File: config.mk
export PLATFORM = sky130hd
export DESIGN_NAME = gcd_datapath_flat
export DESIGN_NICKNAME = d
export VERILOG_FILES = /design/src/rtl/gcd_datapath_if.sv /design/src/rtl/gcd_datapath.sv /design/src/flat_wrapper.sv
export SDC_FILE = /design/constraint.sdc
export NUM_CORES = 1
export LEC_CHECK = 0
export CAP_MARGIN = 10
export CORE_MARGIN = 5
export CORE_UTILIZATION = 55
export CTS_CLUSTER_SIZE = 14
export DETAILED_ROUTE_END_ITERATION = 6
export GPL_ROUTABILITY_DRIVEN = 1
export HOLD_SLACK_MARGIN = 0.08
export MAX_ROUTING_LAYER = met4
export PLACE_DENSITY = 0.88
export REMOVE_ABC_BUFFERS = 1
export SYNTH_ARGS = -nofsm -noshare
export SYNTH_HDL_FRONTEND = slang
export SYNTH_SLANG_ARGS = --single-unit
File: constraint.sdc
create_clock -name clk_i -period 2.9 [get_ports clk_i]
set_input_delay 0.58 -clock clk_i [delete_from_list [all_inputs] [get_ports clk_i]]
set_output_delay 0.58 -clock clk_i [all_outputs]
set_load 0.02 [all_outputs]
File: src/rtl/gcd_datapath_if.sv
`default_nettype none
// ============================================================================
// Module   : gcd_datapath_if
// Purpose  : Operand, FSM-flag and status/result bundle between the GCD
//            control FSM (master) and the GCD datapath (slave).
// Revision : 1.0 - initial release
// ============================================================================
interface gcd_datapath_if #(
  parameter int WIDTH = 16
);

  logic [WIDTH-1:0] operand_a_i;
  logic [WIDTH-1:0] operand_b_i;
  logic             load_i;
  logic             flag_init_i;
  logic             flag_compute_i;
  logic             flag_finish_i;
  logic             compute_enable_o;
  logic             compare_zero_o;
  logic [WIDTH-1:0] result_o;
  logic             result_valid_o;
  logic [WIDTH-1:0] iter_count_o;

  // Control side: supplies operands and state flags, observes status/result.
  modport master (
    output operand_a_i, operand_b_i, load_i,
    output flag_init_i, flag_compute_i, flag_finish_i,
    input  compute_enable_o, compare_zero_o,
    input  result_o, result_valid_o, iter_count_o
  );

  // Datapath side.
  modport slave (
    input  operand_a_i, operand_b_i, load_i,
    input  flag_init_i, flag_compute_i, flag_finish_i,
    output compute_enable_o, compare_zero_o,
    output result_o, result_valid_o, iter_count_o
  );

endinterface
`default_nettype wire

File: src/rtl/gcd_datapath.sv
`default_nettype none
// ============================================================================
// Module   : gcd_datapath
// Purpose  : Operand/arithmetic stage of a subtraction-based GCD engine.
//            Captures two operands, reports zero/non-zero status to the
//            control FSM, runs one Euclid subtraction per COMPUTE cycle and
//            registers the result in FINISH.
// Revision : 1.0 - initial release
// ============================================================================
module gcd_datapath #(
  parameter int WIDTH = 16
) (
  input  wire logic          clk_i,
  input  wire logic          reset_i,
  gcd_datapath_if.slave      bus
);

  localparam logic [WIDTH-1:0] C_ALL_ONES = {WIDTH{1'b1}};
  localparam logic [WIDTH-1:0] C_ZERO     = '0;
  localparam logic [WIDTH-1:0] C_ONE      = WIDTH'(1);

  logic [WIDTH-1:0] a_q;
  logic [WIDTH-1:0] b_q;
  logic             loaded_q;
  logic [WIDTH-1:0] result_q;
  logic             result_valid_q;
  logic [WIDTH-1:0] iter_count_q;

  logic             a_zero;
  logic             b_zero;
  logic             compare_zero;
  logic             compute_enable;
  logic             a_ge_b;

  // Operand status seen by the FSM; both stay low until operands are loaded.
  always_comb begin
    a_zero         = (a_q == C_ZERO);
    b_zero         = (b_q == C_ZERO);
    compare_zero   = loaded_q & (a_zero | b_zero);
    compute_enable = loaded_q & ~a_zero & ~b_zero;
    a_ge_b         = (a_q >= b_q);
  end

  // Operand capture, Euclid step and result register; flags are decoded
  // with init > compute > finish priority so illegal combinations are benign.
  always_ff @(posedge clk_i) begin
    if (reset_i) begin
      a_q            <= C_ZERO;
      b_q            <= C_ZERO;
      loaded_q       <= 1'b0;
      result_q       <= C_ZERO;
      result_valid_q <= 1'b0;
      iter_count_q   <= C_ZERO;
    end else if (bus.flag_init_i) begin
      if (bus.load_i) begin
        a_q            <= bus.operand_a_i;
        b_q            <= bus.operand_b_i;
        loaded_q       <= 1'b1;
        iter_count_q   <= C_ZERO;
        result_valid_q <= 1'b0;
      end
    end else if (bus.flag_compute_i) begin
      // Once either operand hits zero the pair is frozen.
      if (compute_enable) begin
        if (a_ge_b) begin
          a_q <= a_q - b_q;
        end else begin
          b_q <= b_q - a_q;
        end
        if (iter_count_q != C_ALL_ONES) begin
          iter_count_q <= iter_count_q + C_ONE;
        end
      end
    end else if (bus.flag_finish_i) begin
      if (loaded_q) begin
        // One operand is zero here, so OR selects the surviving value.
        result_q       <= a_q | b_q;
        result_valid_q <= 1'b1;
      end
    end
  end

  assign bus.compare_zero_o   = compare_zero;
  assign bus.compute_enable_o = compute_enable;
  assign bus.result_o         = result_q;
  assign bus.result_valid_o   = result_valid_q;
  assign bus.iter_count_o     = iter_count_q;

endmodule
`default_nettype wire
File: src/flat_wrapper.sv
// flat-port wrapper written by rule: the top's interface ports become plain ports
module gcd_datapath_flat 
#(
  parameter int WIDTH = 16
)
  (clk_i, reset_i, bus_operand_a_i, bus_operand_b_i, bus_load_i, bus_flag_init_i, bus_flag_compute_i, bus_flag_finish_i, bus_compute_enable_o, bus_compare_zero_o, bus_result_o, bus_result_valid_o, bus_iter_count_o);
  gcd_datapath_if #(.WIDTH(WIDTH)) bus_i ();
  input  wire logic clk_i;
  input  wire logic reset_i;
  input wire logic [$bits(bus_i.operand_a_i)-1:0] bus_operand_a_i;
  input wire logic [$bits(bus_i.operand_b_i)-1:0] bus_operand_b_i;
  input wire logic [$bits(bus_i.load_i)-1:0] bus_load_i;
  input wire logic [$bits(bus_i.flag_init_i)-1:0] bus_flag_init_i;
  input wire logic [$bits(bus_i.flag_compute_i)-1:0] bus_flag_compute_i;
  input wire logic [$bits(bus_i.flag_finish_i)-1:0] bus_flag_finish_i;
  output wire logic [$bits(bus_i.compute_enable_o)-1:0] bus_compute_enable_o;
  output wire logic [$bits(bus_i.compare_zero_o)-1:0] bus_compare_zero_o;
  output wire logic [$bits(bus_i.result_o)-1:0] bus_result_o;
  output wire logic [$bits(bus_i.result_valid_o)-1:0] bus_result_valid_o;
  output wire logic [$bits(bus_i.iter_count_o)-1:0] bus_iter_count_o;
  assign bus_i.operand_a_i = bus_operand_a_i;
  assign bus_i.operand_b_i = bus_operand_b_i;
  assign bus_i.load_i = bus_load_i;
  assign bus_i.flag_init_i = bus_flag_init_i;
  assign bus_i.flag_compute_i = bus_flag_compute_i;
  assign bus_i.flag_finish_i = bus_flag_finish_i;
  assign bus_compute_enable_o = bus_i.compute_enable_o;
  assign bus_compare_zero_o = bus_i.compare_zero_o;
  assign bus_result_o = bus_i.result_o;
  assign bus_result_valid_o = bus_i.result_valid_o;
  assign bus_iter_count_o = bus_i.iter_count_o;
  gcd_datapath #(.WIDTH(WIDTH)) u_core (.clk_i(clk_i), .reset_i(reset_i), .bus(bus_i));
endmodule
After elaboration in Yosys (flattened, before gate mapping)
Index checks and enable logic that the tools add are counted.
- bits in registers: 66
- logic and storage cells: 57
- input port bits: 38
- output and inout port bits: 35
- mux-type cells: 20
- bitwise operators: 9
- $lt $le $gt $ge: 1
- reductions and logical operators: 14
- add/subtract/negate cells: 3
- equality and inequality tests: 4
- operators by type and width (kind ; count):
    2-to-1 mux 16 bit ; 15
    logical NOT 16 bit ; 2
    subtractor 16 bit ; 2
    AND reduction 4 bit ; 5
    adder 16 x 1 -> 16 bit (second input constant) ; 1
    greater-or-equal comparator 16 bit ; 1
    inequality test 16 bit (second input constant) ; 1
    OR 16 bit ; 1
    nonzero test 2 bit ; 6
    inequality test 2 bit (second input constant) ; 3
    2-to-1 mux 1 bit ; 5
    NOT 1 bit ; 4
    AND 1 bit ; 3
    AND reduction 2 bit ; 1
    OR 1 bit ; 1

Logic depth before layout (Yosys ltp)
- word-level depth: 7
- gate-level depth with buffers: 12

Worst setup path before layout
Ideal clock, no wire load.
- path type: register to register
- from: register u_core.a_q[0]
- to: register u_core.a_q[15]
- path buffers: 1
- path slack: 0.358 ns
- stages on the path, launching flop included: 12
- setup time: 0.092 ns
- data arrival time: 2.450 ns
- cell sequence: dfxtp_1 -> inv_1 -> ha_1 -> fa_1 -> o21ba_2 -> o21bai_1 -> o221ai_1 -> a21oi_1 -> o21ai_0 -> clkbuf_1 -> a2111o_1 -> o32ai_1
- longest elaborated chain between the ends: 6
- elaborated cells between the ends (all ways): 13
- classes of those cells: 1 x add/sub; 1 x order compare; 4 x mux; 3 x bitwise; 4 x reduce/logical
- RTL lines (item ; line ; text):
    from (decl) ; gcd_datapath.sv:22 ; logic [WIDTH-1:0] a_q;
    from (signal assigned) ; gcd_datapath.sv:56 ; a_q <= bus.operand_a_i;
    from (signal assigned) ; gcd_datapath.sv:66 ; a_q <= a_q - b_q;
    parallel branches: the longest is 6 deep, another holds subtractor 16 bit ; n/a ;
Several ways; the timed one is not identified. The select of a mux whose other input is x is not followed.
A chain may end at the register's enable or synchronous reset.

Worst setup path in the final report
- from: register u_core.a_q[2]
- to: register u_core.b_q[15]
- longest elaborated chain between the ends: 6
- elaborated cells between the ends (all ways): 13
- classes of those cells: 1 x add/sub; 1 x order compare; 1 x eq/ne; 4 x mux; 3 x bitwise; 3 x reduce/logical
- RTL lines (item ; line ; text):
    parallel branches: the longest is 6 deep, another holds subtractor 16 bit ; n/a ;
    to (signal assigned) ; gcd_datapath.sv:57 ; b_q <= bus.operand_b_i;
    to (signal assigned) ; gcd_datapath.sv:68 ; b_q <= b_q - a_q;
    to (decl) ; gcd_datapath.sv:23 ; logic [WIDTH-1:0] b_q;
Several ways; the timed one is not identified. The select of a mux whose other input is x is not followed.

==> results.txt <==
result of the run -> complete, no violations
crit path from -> u_core.a_q[2]
total congestion overflow -> 0
Synth Area in Adders -> 13.4%
upper clock frequency limit -> 354 MHz
most used routing layer -> met2
worst-margin pin slew -> 614 ps
insertion delay to the later sink of the worst-skew pair -> 350 ps
worst max-slew margin expressed relative to the limit -> 58.7%
CTS max path bufs -> 2
DIE AREA -> 10700 µm²
drt initial violations -> 297
switching part of the total power -> 41.9%
number of synthesized flops with an enable pin -> 0
dominant combinational cell family by area after synthesis -> compound AO/OA/AOI/OAI gates
simple-gate share of the synthesized area -> 19.7%
Area growth syn-to-layout -> 26.3%
synthesized-area fraction occupied by ao, oa, aoi and oai cells -> 23.3%
Ports -> 73
clock tree from TritonCTS -> done
post-layout power -> 0.00502 W
pin count of the biggest net entering global routing -> 44
placed inst area -> 5750 µm²
met1 Use GR -> 35.2%
final antenna diode count -> 0
post-layout net count -> 770
Startpoint Class -> flip-flop
Row Count -> 34
Final Critical Period -> 2820 ps
worst min-delay path class -> reg2reg
pre-CTS WS -> 43.8 ps
average instance area after synthesis -> 7.97 µm²
arrival time at the worst endpoint -> 3090 ps
layout cells sized above 1 -> 11.2%
number of pins with negative max-slew slack in the final report -> 0
Max Cap Violations -> 0
depth of the CTS H-tree -> 3
length of the first detailed-routing pass in iterations -> 5
count of mapped cells out of synthesis -> 602
Crit Reg-Reg Startpoint -> u_core.a_q[2]
post-synthesis sequential area ratio -> 27.5%
Post-CTS Hold Buffers -> 0
Total Routing Usage GR -> 28.7%
final estimated routing congestion in global placement -> 0.960
vias in the first global route -> 4752
Gate power share -> 58.2%
final worst setup slack -> 79.0 ps
power density normalized to cell area -> 829 nW/µm²
met3 track utilization from global routing -> 4.63%
Port Buffer Count -> 72
post-synthesis cell type count -> 65
mux share of post-synthesis cell area -> 1.46%
cell type with the highest occurrence count on the critical path -> o221ai_1
master cell of the clock root buffer -> clkbuf_8
total vias in the final route -> 4840
WP data required -> 3170 ps
Num Clock Sinks -> 66
Hold WS -> 496 ps
CP Capture Type -> flip-flop
Final Skew -> 9.73 ps
DRT Wirelength -> 14500 µm
Critical Path Fanout Max -> 13
cell with the largest stage delay on the worst path -> o41a_1
starting density of the core -> 55.8%
share of the clock period used by the worst path after layout -> 97.3%
remaining routing DRC violations -> 0
height of the chip -> 103 µm
cells traversed along the worst timing path -> inv_1 -> ha_2 -> o21ba_2 -> o21bai_2 -> o221ai_1 -> a21oi_2 -> o41a_1 -> buf_4 -> or3_1 -> o221ai_1
Worst path max stage delay -> 430 ps
total net switching power -> 0.00211 W
leakage -> 2.29 nW
final std cell area, no fill -> 6060 µm²
top_reg_cell synth -> dfxtp_1
share of power burned in the clock network -> 19.8%
xor and xnor area share after synthesis -> 6.57%
hold path start -> u_core.a_q[4]
Yosys Warn Count -> 0
met2 usage in global routing -> 47.8%
Core Area -> 8590 µm²
register clock-pin slew on the reported worst setup and hold paths -> 80 ps
residual antenna-violating net count after detailed routing -> 0
TritonCTS buffer count -> 9
first-pass GRT wire length -> 23200 µm
Hold Vio Cnt, Final -> 0
part of the power in registers -> 22.0%
post-synthesis cell area -> 4800 µm²
final setup violation count -> 0
number of vias per cell after detailed routing -> 6.09
Setup Crit Path Kind -> reg2reg
share of synthesized flip-flops with an asynchronous set or reset -> 0%
internal portion of total power -> 0.00291 W
initial antenna violation count -> 0
horizontal extent of the die -> 103 µm
half-perimeter wire length of the detailed placement result -> 10900 µm
Worst VDD drop -> 488 µV
number of register bits inferred by synthesis -> 66
Wirelength per Cell -> 18.2 µm
[what timing repair did]
| action | CTS | global route |
|---|---|---|
| pin swaps | 0 | 3 |
| resized for setup | 3 | 8 |
| buffers inserted | 0 | 0 |
| setup endpoints to repair | 3 | 10 |
[power by group through the flow]
stage | Combinational, W | Clock (W) | Sequential (W)
after floorplan | 0.00184 | 0 | 0.00109
after global placement | 0.00274 | 0 | 0.00111
after detailed placement | 0.00277 | 0 | 0.00111
after CTS | 0.00283 | 0.00100 | 0.00110
after global routing | 0.00314 | 0.00104 | 0.00111
final | 0.00292 | 0.000994 | 0.00110
[worst max-delay path: cells and delay by family, from the launching register on]
kind	cells	cell delay, ps
AO/OA/AOI/OAI	6	1280
adder cells (fa/ha/maj)	1	420
flip-flops	1	390
AND/OR/NAND/NOR	1	340
buffers and inverters	2	290
[placed cells by master, fill, tap and decap left out, types with 4 or more instances in the layout]
master / n
dfxtp_1: 66
buf_4: 37
nor2_1: 64
nand4_1: 10
a211o_1: 4
nand3_1: 13
o21bai_1: 4
clkbuf_8: 10
o211ai_1: 11
o21ai_0: 15
a21oi_1: 37
mux2i_1: 7
inv_1: 53
xor2_1: 12
xnor2_1: 24
nor4_1: 12
o21a_1: 7
a211oi_1: 29
nor2b_1: 7
o31ai_1: 5
nand2_1: 41
clkdlybuf4s50_1: 69
nand2b_1: 10
ha_1: 47
nor3_1: 10
[stage by stage]
stage          setup TNS [ps]  util [%]  instances
2_1_floorplan            -157         -        561
3_3_place_gp                0      67.0        779
3_5_place_dp                0      67.0        779
4_1_cts                     0      70.1        795
5_1_grt                 -40.3      70.5        795
6_report                    0      70.5        795
[cell type report]
| cell class | count | area, µm² |
|---|---|---|
| sequential | 66 | 1320 |
| timing repair buffer | 110 | 1010 |
| inverter | 54 | 203 |
| clock inverter | 6 | 113 |
| multi-input combinational | 441 | 3140 |
| tap | 108 | 135 |
| clock buffer | 10 | 138 |
| fill | 679 | 2530 |
[cell usage after synthesis (4+ instances only)]
master / count / area (µm²)
clkbuf_1: 30 / 113
mux2i_1: 7 / 70.1
o211ai_1: 11 / 82.6
o21a_1: 7 / 52.6
o31ai_1: 5 / 37.5
dfxtp_1: 66 / 1320
xor2_1: 12 / 105
nand4_1: 10 / 62.6
nand2_1: 41 / 154
nor2b_1: 7 / 43.8
a211o_1: 4 / 35.0
xnor2_1: 24 / 210
nor2_1: 64 / 240
nand2b_1: 10 / 62.6
a21oi_1: 38 / 190
ha_1: 48 / 601
nor3_1: 10 / 50.1
o21bai_1: 5 / 37.5
a211oi_1: 30 / 225
inv_1: 53 / 199
nor4_1: 16 / 100
buf_2: 5 / 25.0
nand3_1: 13 / 65.1
o21ai_0: 16 / 80.1
[sequential cells by signal, summed over array words and instances, names as in the netlist]
| signal | cells |
|---|---|
| u_core.a_q | 16 |
| u_core.bus.result_valid_o | 1 |
| u_core.loaded_q | 1 |
| u_core.bus.iter_count_o | 16 |
| u_core.b_q | 16 |
| u_core.bus.result_o | 16 |
[cell families after synthesis]
kind of cell	count (synthesis)
xor gates and xnor gates	36
and+or+nand+nor	193
DFF	66
buffers and inverters	95
muxes	7
AOI/OAI and AO/OA	155
adders and majority gates	50
[metal layers]
metal,wire length (µm),vias to the layer above
met5,0,-
met4,285,0
met3,982,31
met2,7030,219
met1,6200,2307
li1,-,2283
[worst paths after layout]
check,to,slack [ps],cells after the start
max,u_core.b_q[15],80,10
max reg2reg,u_core.b_q[15],80,10
min,u_core.a_q[4],500,2
min reg2reg,u_core.a_q[4],500,2
Note: power is estimated with default switching activity, not from simulation.
